### config.mk
export PLATFORM = sky130hd
export DESIGN_NAME = ff_bank_universal
export DESIGN_NICKNAME = d
export VERILOG_FILES = /design/src/rtl/ff_mode_pkg.sv /design/src/rtl/ff_next_state.sv /design/src/rtl/ff_bank_universal.sv
export SDC_FILE = /design/constraint.sdc
export NUM_CORES = 1
export LEC_CHECK = 0
export ABC_AREA = 1
export BUFFER_PORTS_ARGS = -buffer_cell sky130_fd_sc_hd__buf_4
export CAP_MARGIN = 20
export CELL_PAD_IN_SITES_DETAIL_PLACEMENT = 2
export CELL_PAD_IN_SITES_GLOBAL_PLACEMENT = 2
export CORE_MARGIN = 4
export CORE_UTILIZATION = 27
export CTS_CLUSTER_SIZE = 14
export DETAILED_ROUTE_END_ITERATION = 6
export GPL_TIMING_DRIVEN = 0
export PLACE_DENSITY = 0.78
export SLEW_MARGIN = 20
export SYNTH_ARGS = -nofsm -noshare
export SYNTH_HDL_FRONTEND = slang
export SYNTH_SLANG_ARGS = --single-unit
export TNS_END_PERCENT = 1
### constraint.sdc
create_clock -name clk -period 2.6 [get_ports clk]
set_clock_uncertainty 0.15 [all_clocks]
set_input_delay 0.52 -clock clk [delete_from_list [all_inputs] [get_ports clk]]
set_output_delay 0.52 -clock clk [all_outputs]
set_load 0.005 [all_outputs]
### src/rtl/ff_mode_pkg.sv
// Shared mode encoding for the universal flip-flop bank.
package ff_mode_pkg;

  localparam int MODE_W = 2;

  typedef enum logic [MODE_W-1:0] {
    MODE_D  = 2'b00,
    MODE_T  = 2'b01,
    MODE_JK = 2'b10,
    MODE_SR = 2'b11
  } ff_mode_t;

endpackage

### src/rtl/ff_next_state.sv
// Single-channel next-state logic: maps the current q, the two inputs and
// the channel mode onto the D-register input. Purely combinational.
module ff_next_state
  import ff_mode_pkg::*;
(
  input  logic     q,
  input  logic     a,
  input  logic     b,
  input  ff_mode_t mode,
  output logic     d,
  output logic     illegal
);

  // S=R=1 in SR mode is flagged and the channel holds.
  always_comb begin
    d       = q;
    illegal = 1'b0;
    case (mode)
      MODE_D:  d = a;
      MODE_T:  d = q ^ a;
      MODE_JK: d = (a & ~q) | (~b & q);
      MODE_SR: begin
        if (a & b) begin
          illegal = 1'b1;
          d       = q;
        end else begin
          d = a | (~b & q);
        end
      end
      default: d = q;
    endcase
  end

endmodule

### src/rtl/ff_bank_universal.sv
// Bank of WIDTH flip-flop channels, each selectable as D/T/JK/SR, built on
// plain D registers. Also keeps a sticky per-channel SR-illegal flag and a
// saturating count of enabled cycles in which any output changed.
module ff_bank_universal
  import ff_mode_pkg::*;
#(
  parameter int               WIDTH   = 8,
  parameter int               CNT_W   = 16,
  parameter logic [WIDTH-1:0] RESET_Q = {WIDTH{1'b0}}
) (
  input  logic                 clk,
  input  logic                 rst,
  input  logic                 en,
  input  logic                 cfg_we,
  input  logic [2*WIDTH-1:0]   cfg_mode,
  input  logic [WIDTH-1:0]     in_a,
  input  logic [WIDTH-1:0]     in_b,
  input  logic                 err_clr,
  input  logic                 cnt_clr,
  output logic [WIDTH-1:0]     q,
  output logic [2*WIDTH-1:0]   mode_q,
  output logic [WIDTH-1:0]     sr_err,
  output logic [CNT_W-1:0]     act_cnt
);

  logic [WIDTH-1:0] d;
  logic [WIDTH-1:0] illegal;
  logic [WIDTH-1:0] err_set;
  logic             any_change;
  logic             cnt_sat;

  for (genvar i = 0; i < WIDTH; i++) begin : g_chan
    ff_next_state u_ns (
      .q       (q[i]),
      .a       (in_a[i]),
      .b       (in_b[i]),
      .mode    (ff_mode_t'(mode_q[2*i +: 2])),
      .d       (d[i]),
      .illegal (illegal[i])
    );
  end

  // Error flags and counter only react to enabled cycles.
  assign err_set    = en ? illegal : '0;
  assign any_change = en && (d != q);
  assign cnt_sat    = (act_cnt == {CNT_W{1'b1}});

  // Channel outputs: load next state on enabled edges.
  always_ff @(posedge clk) begin
    if (!rst) begin
      q <= RESET_Q;
    end else if (en) begin
      q <= d;
    end
  end

  // Mode register: independent of en; the q update above sees the old value.
  always_ff @(posedge clk) begin
    if (!rst) begin
      mode_q <= '0;
    end else if (cfg_we) begin
      mode_q <= cfg_mode;
    end
  end

  // Sticky illegal flags: a new set in the clearing cycle survives the clear.
  always_ff @(posedge clk) begin
    if (!rst) begin
      sr_err <= '0;
    end else if (err_clr) begin
      sr_err <= err_set;
    end else begin
      sr_err <= sr_err | err_set;
    end
  end

  // Activity counter: clear beats increment, saturates instead of wrapping.
  always_ff @(posedge clk) begin
    if (!rst) begin
      act_cnt <= '0;
    end else if (cnt_clr) begin
      act_cnt <= '0;
    end else if (any_change && !cnt_sat) begin
      act_cnt <= act_cnt + CNT_W'(1);
    end
  end

endmodule

**Word level (Yosys, flattened, before mapping)**

Cells that the tools add are included.
W data, S select, Z words.

- ROM bits: 0
- Bits in registers: 48
- Logic and storage cells: 143
- Input bits: 38
- Bits in latches: 0
- Memories: 0
- Bits in writable memories: 0
- Output and inout bits: 48

- Muxes and demuxes: 34
- Eq/ne operators: 26
- Shift-type cells: 0
- Add/sub/neg operators: 1
- $lt $le $gt $ge: 0
- $mul: 0
- Reductions and logical operators: 12
- Div/mod/pow operators: 0
- Bitwise gates (word level): 66

Operators with widths:

| operator | count |
|---|---|
| $eq A2 B2 Y1 const B | 16 |
| $pmux W1 S4 | 8 |
| $and A1 B1 Y1 | 24 |
| $mux W1 | 24 |
| $not A1 Y1 | 17 |
| $add A16 B1 Y16 const B | 1 |
| $eq A16 B16 Y1 const B | 1 |
| $eq A2 B1 Y1 const B | 8 |
| $logic_not A2 Y1 | 8 |
| $mux W8 | 2 |
| $or A1 B1 Y1 | 16 |
| $ne A8 B8 Y1 | 1 |
| $or A8 B8 Y8 | 1 |
| $xor A1 B1 Y1 | 8 |
| $logic_and A1 B1 Y1 | 2 |
| $reduce_or A2 Y1 | 1 |
| $logic_not A1 Y1 | 1 |

**Logic depth before layout (Yosys ltp)**

- Word-level depth: 8
- Mapped depth: 14
- Mapped depth without buffers: 13

**Cells and area by module**

From an unflattened synthesis, not the netlist that was laid out.

- Cells, all modules: 496
- Area, all modules: 2,974.1 µm²

Modules (own cells, without submodules):

| module | instances | area an instance (µm²) | sequential area each (µm²) | cells each |
|---|---|---|---|---|
| ff_bank_universal | 1 | 2,383.5 | 960.9 | 352 |
| ff_next_state | 8 | 73.8 | 0.0 | 18 |

**Least setup slack after synthesis**

OpenSTA, ideal clock, no wires.

- Path kind: reg2reg
- From: register act_cnt[0]
- To: register act_cnt[2]
- Arrival: 1.542 ns
- Library setup time: 0.143 ns
- Cell stages (with the launch flop): 11
- Clock period less this slack: 1.835 ns
- Slack: 0.765 ns
- Path buffers: 1
- Required time: 2.307 ns
- Path through: dfxtp_1 -> ha_1 -> nand3_2 -> nor3_2 -> nand2_1 -> nor2_1 -> a21oi_2 -> nand2_4 -> buf_12 -> nand2_2 -> a21oi_2

- Word-level cells in the longest chain between the ends: 3
- Elaborated cells on any way between the ends: 4
- Classes of those cells: add/sub (1); eq/ne (1); reduce/logical (2)

Ends and longest elaborated chain:

| what | line | source |
|---|---|---|
| start, declared | ff_bank_universal.sv:23 | `output logic [CNT_W-1:0] act_cnt` |
| start signal, assigned | ff_bank_universal.sv:84 | `act_cnt <= act_cnt + CNT_W'(1);` |
| parallel branches: the longest is 3 deep, another holds $add A16 B1 Y16 | n/a |  |

Several ways; the timed one is not identified.
A chain may end at the register's enable or synchronous reset.

**Final worst setup path**

- From: register act_cnt[0]
- To: register act_cnt[15]

The elaborated chain is that of the path after synthesis.

==> metrics.yaml <==
setup_violations: 0
clock_latency_ns: 0.32
syn_area_per_cell_sq_um: 6.93
multiInputGateArea_sq_mm: 0.00151
stdcell_area_sq_mm: 0.00364
min_path_type: "in -> reg"
crit_path_start_kind: "register"
cts_setup_buffers: 0
coreArea_sq_mm: 0.00986
synth_simple_gate_area_frac: 0.332
clkPwrFrac: 0.307
min_path_cells: 3
synth-compound-area-share: 0.169
power_frac_comb: 0.191
r2r-end: "act_cnt[15]"
cts_tree: "built"
grt_usage: 0.179
htreeDepth: 2
final_cell_mix: "buf_4, nand2_1, dfxtp_1"
swShare: 0.316
arrival_ns: 2.31
hpwl_microns: 8010
critPathRequiredTime_ns: 2.70
final_cells: 622
cap_violations: 0
postPlaceCellArea_sq_mm: 0.00355
fillers: 1197
r2r_cells: 9
synth_top_family_by_area: "simple AND/OR/NAND/NOR gates"
seq_area_sq_um: 961
hold_start: "cfg_mode[13]"
worst_hold_path.endpoint: "mode_q[13]"
rsz0062_at_grt: "no"
synthMuxAreaShare: 0
ioPinCount: 86
fp.dieH_microns: 109
hold_violations: 0
wl_microns: 10000
antenna_found_initial: 0
synthCells: 397
die_x_microns: 109
yosysTopAreaCell: "dfxtp_1"
final_common_cell: "buf_4"
ctsResizeCount: 0
num_vias: 2964
r2r-start: "act_cnt[0]"
ctsHoldBuffers: 0
p_leak_nw: 1.58
drc: 0
dr.pass1.iters: 4
ys_warn_count: 0
ant_nets: 0
fin_setup_tns_ns: 0
grt_pass1_vias: 3196
finalCriticalPeriod_ns: 2.22
path_clk_slew_ns: 0.11
port_buffers: 84
synth_top_area_share: 0.349
maxSlewViolCount: 0
rows: 36
intPower_mw: 1.09
fin_util: 0.369
synth_xor_area_frac: 0.0446
max_freq_ghz: 0.451
clockBufferDepth: 2
switchingPower_mw: 0.506
drtIter0Drc: 79
cts_buffers: 5
grt_pass1_wl_microns: 16600
status: "finished clean"
wl_per_cell_microns: 16.2
diodes: 0
crit_type: "reg -> reg"
synth_area_leaders: "dfxtp_1, nand2_1, nand3_1, a21oi_1, inv_1"
pwr-share-seq: 0.502
timing.final.crit_share: 0.852
relSlewSlack: 0.450
cp_max_fo: 10
p_per_area_mw_per_mm2: 440
seq_area_frac_synth: 0.349
grt-ovfl-total: 0
synth_nets: 436
synth_seq_cells: 48
drive_above_1_share: 0.292
grt_max_degree: 17
place_inst: 614
end_kind: "register"
synth_area_sq_mm: 0.00275
fp.dieArea_sq_mm: 0.0119
root_buffer: "clkbuf_8"
start_util: 0.279
ir_drop_uv: 187
clock_sinks: 48
ys_types: 30
nNetsFinal: 527
viasPerCell: 4.77
r2r_slack_ns: 0.38
area_growth_pct: 32.3
place_congestion: 0.804
synth_fa_ha_area_frac: 0.00455
worst_slew_pin_slew_ns: 0.825
[worst max-delay path: stages, from the launching register on]
cell and delay [ns]:
dfxtp_1 0.39, ha_1 0.27, nand3_2 0.14, nor3_2 0.06, nand2_1 0.11, nor2_1 0.06
a21oi_2 0.43, buf_4 0.28, nand3_1 0.12, a21oi_2 0.14
[area by class of cell]
class	instances	area share
multi-input combinational	290	0.416
sequential	48	0.264
timing repair buffer	84	0.173
tap	133	0.0457
inverter	41	0.0423
buffer	18	0.0333
clock buffer	5	0.0189
clock inverter	3	0.00653
[power groups by stage]
| stage | combinational, mW | clock, mW | sequential [mW] |
|---|---|---|---|
| CTS | 0.314 | 0.515 | 0.804 |
| global route | 0.345 | 0.547 | 0.811 |
| global placement | 0.300 | 0 | 0.818 |
| floorplan | 0.163 | 0 | 0.810 |
| finish | 0.306 | 0.492 | 0.803 |
| detailed placement | 0.311 | 0 | 0.820 |
[layer usage]
| layer | vias to the layer above | track usage | wire length, microns |
|---|---|---|---|
| met3 | 12 | 0.0474 | 509 |
| met4 | 0 | 0.0406 | 145 |
| met1 | 1415 | 0.227 | 4570 |
| met5 | - | 0 | 0 |
| met2 | 60 | 0.303 | 4820 |
| li1 | 1477 | - | - |
[synthesized netlist by cell type (all sizes together)]
library cell and instances:
nor4 4, buf 12, nand2 90, ha 1, nor2 38, inv 41
clkbuf 6, nand3 48, nand4 3, a21oi 44, xor2 9, xnor2 5
a211oi 5, nor3 6, o211ai 1, dfxtp 48, o21ai 31, or2 5
[kinds of logic (layout without fill, tap and decap cells)]
logic type      count (synthesis)  in the layout
fa+ha+maj                       1              1
simple gates                  194            194
buf+inv                        59            151
xor+xnor                       14             14
flops                          48             48
compound gates                 81             81
[per-stage QoR]
step | power (mW) | worst slack, ns | hold slack, ns
3_3_place_gp | 1.12 | 0.247 | 0.304
5_1_grt | 1.70 | 0.197 | 0.267
2_1_floorplan | 0.973 | 0.765 | 0.312
6_report | 1.60 | 0.384 | 0.267
4_1_cts | 1.63 | 0.340 | 0.257
3_5_place_dp | 1.13 | 0.248 | 0.309
[flip-flops by register name, indices dropped and copies added (netlist names)]
register and cells:
mode_q 16, sr_err 8, act_cnt 16, q 8
[how the worst max path moves through the flow]
stage          slack, ns  startpoint          end  cells past startpoint
3_5_place_dp        0.25         rst   act_cnt[6]                      6
2_1_floorplan       0.76  act_cnt[0]   act_cnt[2]                     10
6_report            0.38  act_cnt[0]  act_cnt[15]                      9
4_1_cts             0.34  act_cnt[0]   act_cnt[6]                      9
3_3_place_gp        0.25         rst  act_cnt[14]                      6
5_1_grt             0.20  act_cnt[0]  act_cnt[14]                      9
No activity file was read; power rests on OpenSTA's default activity.
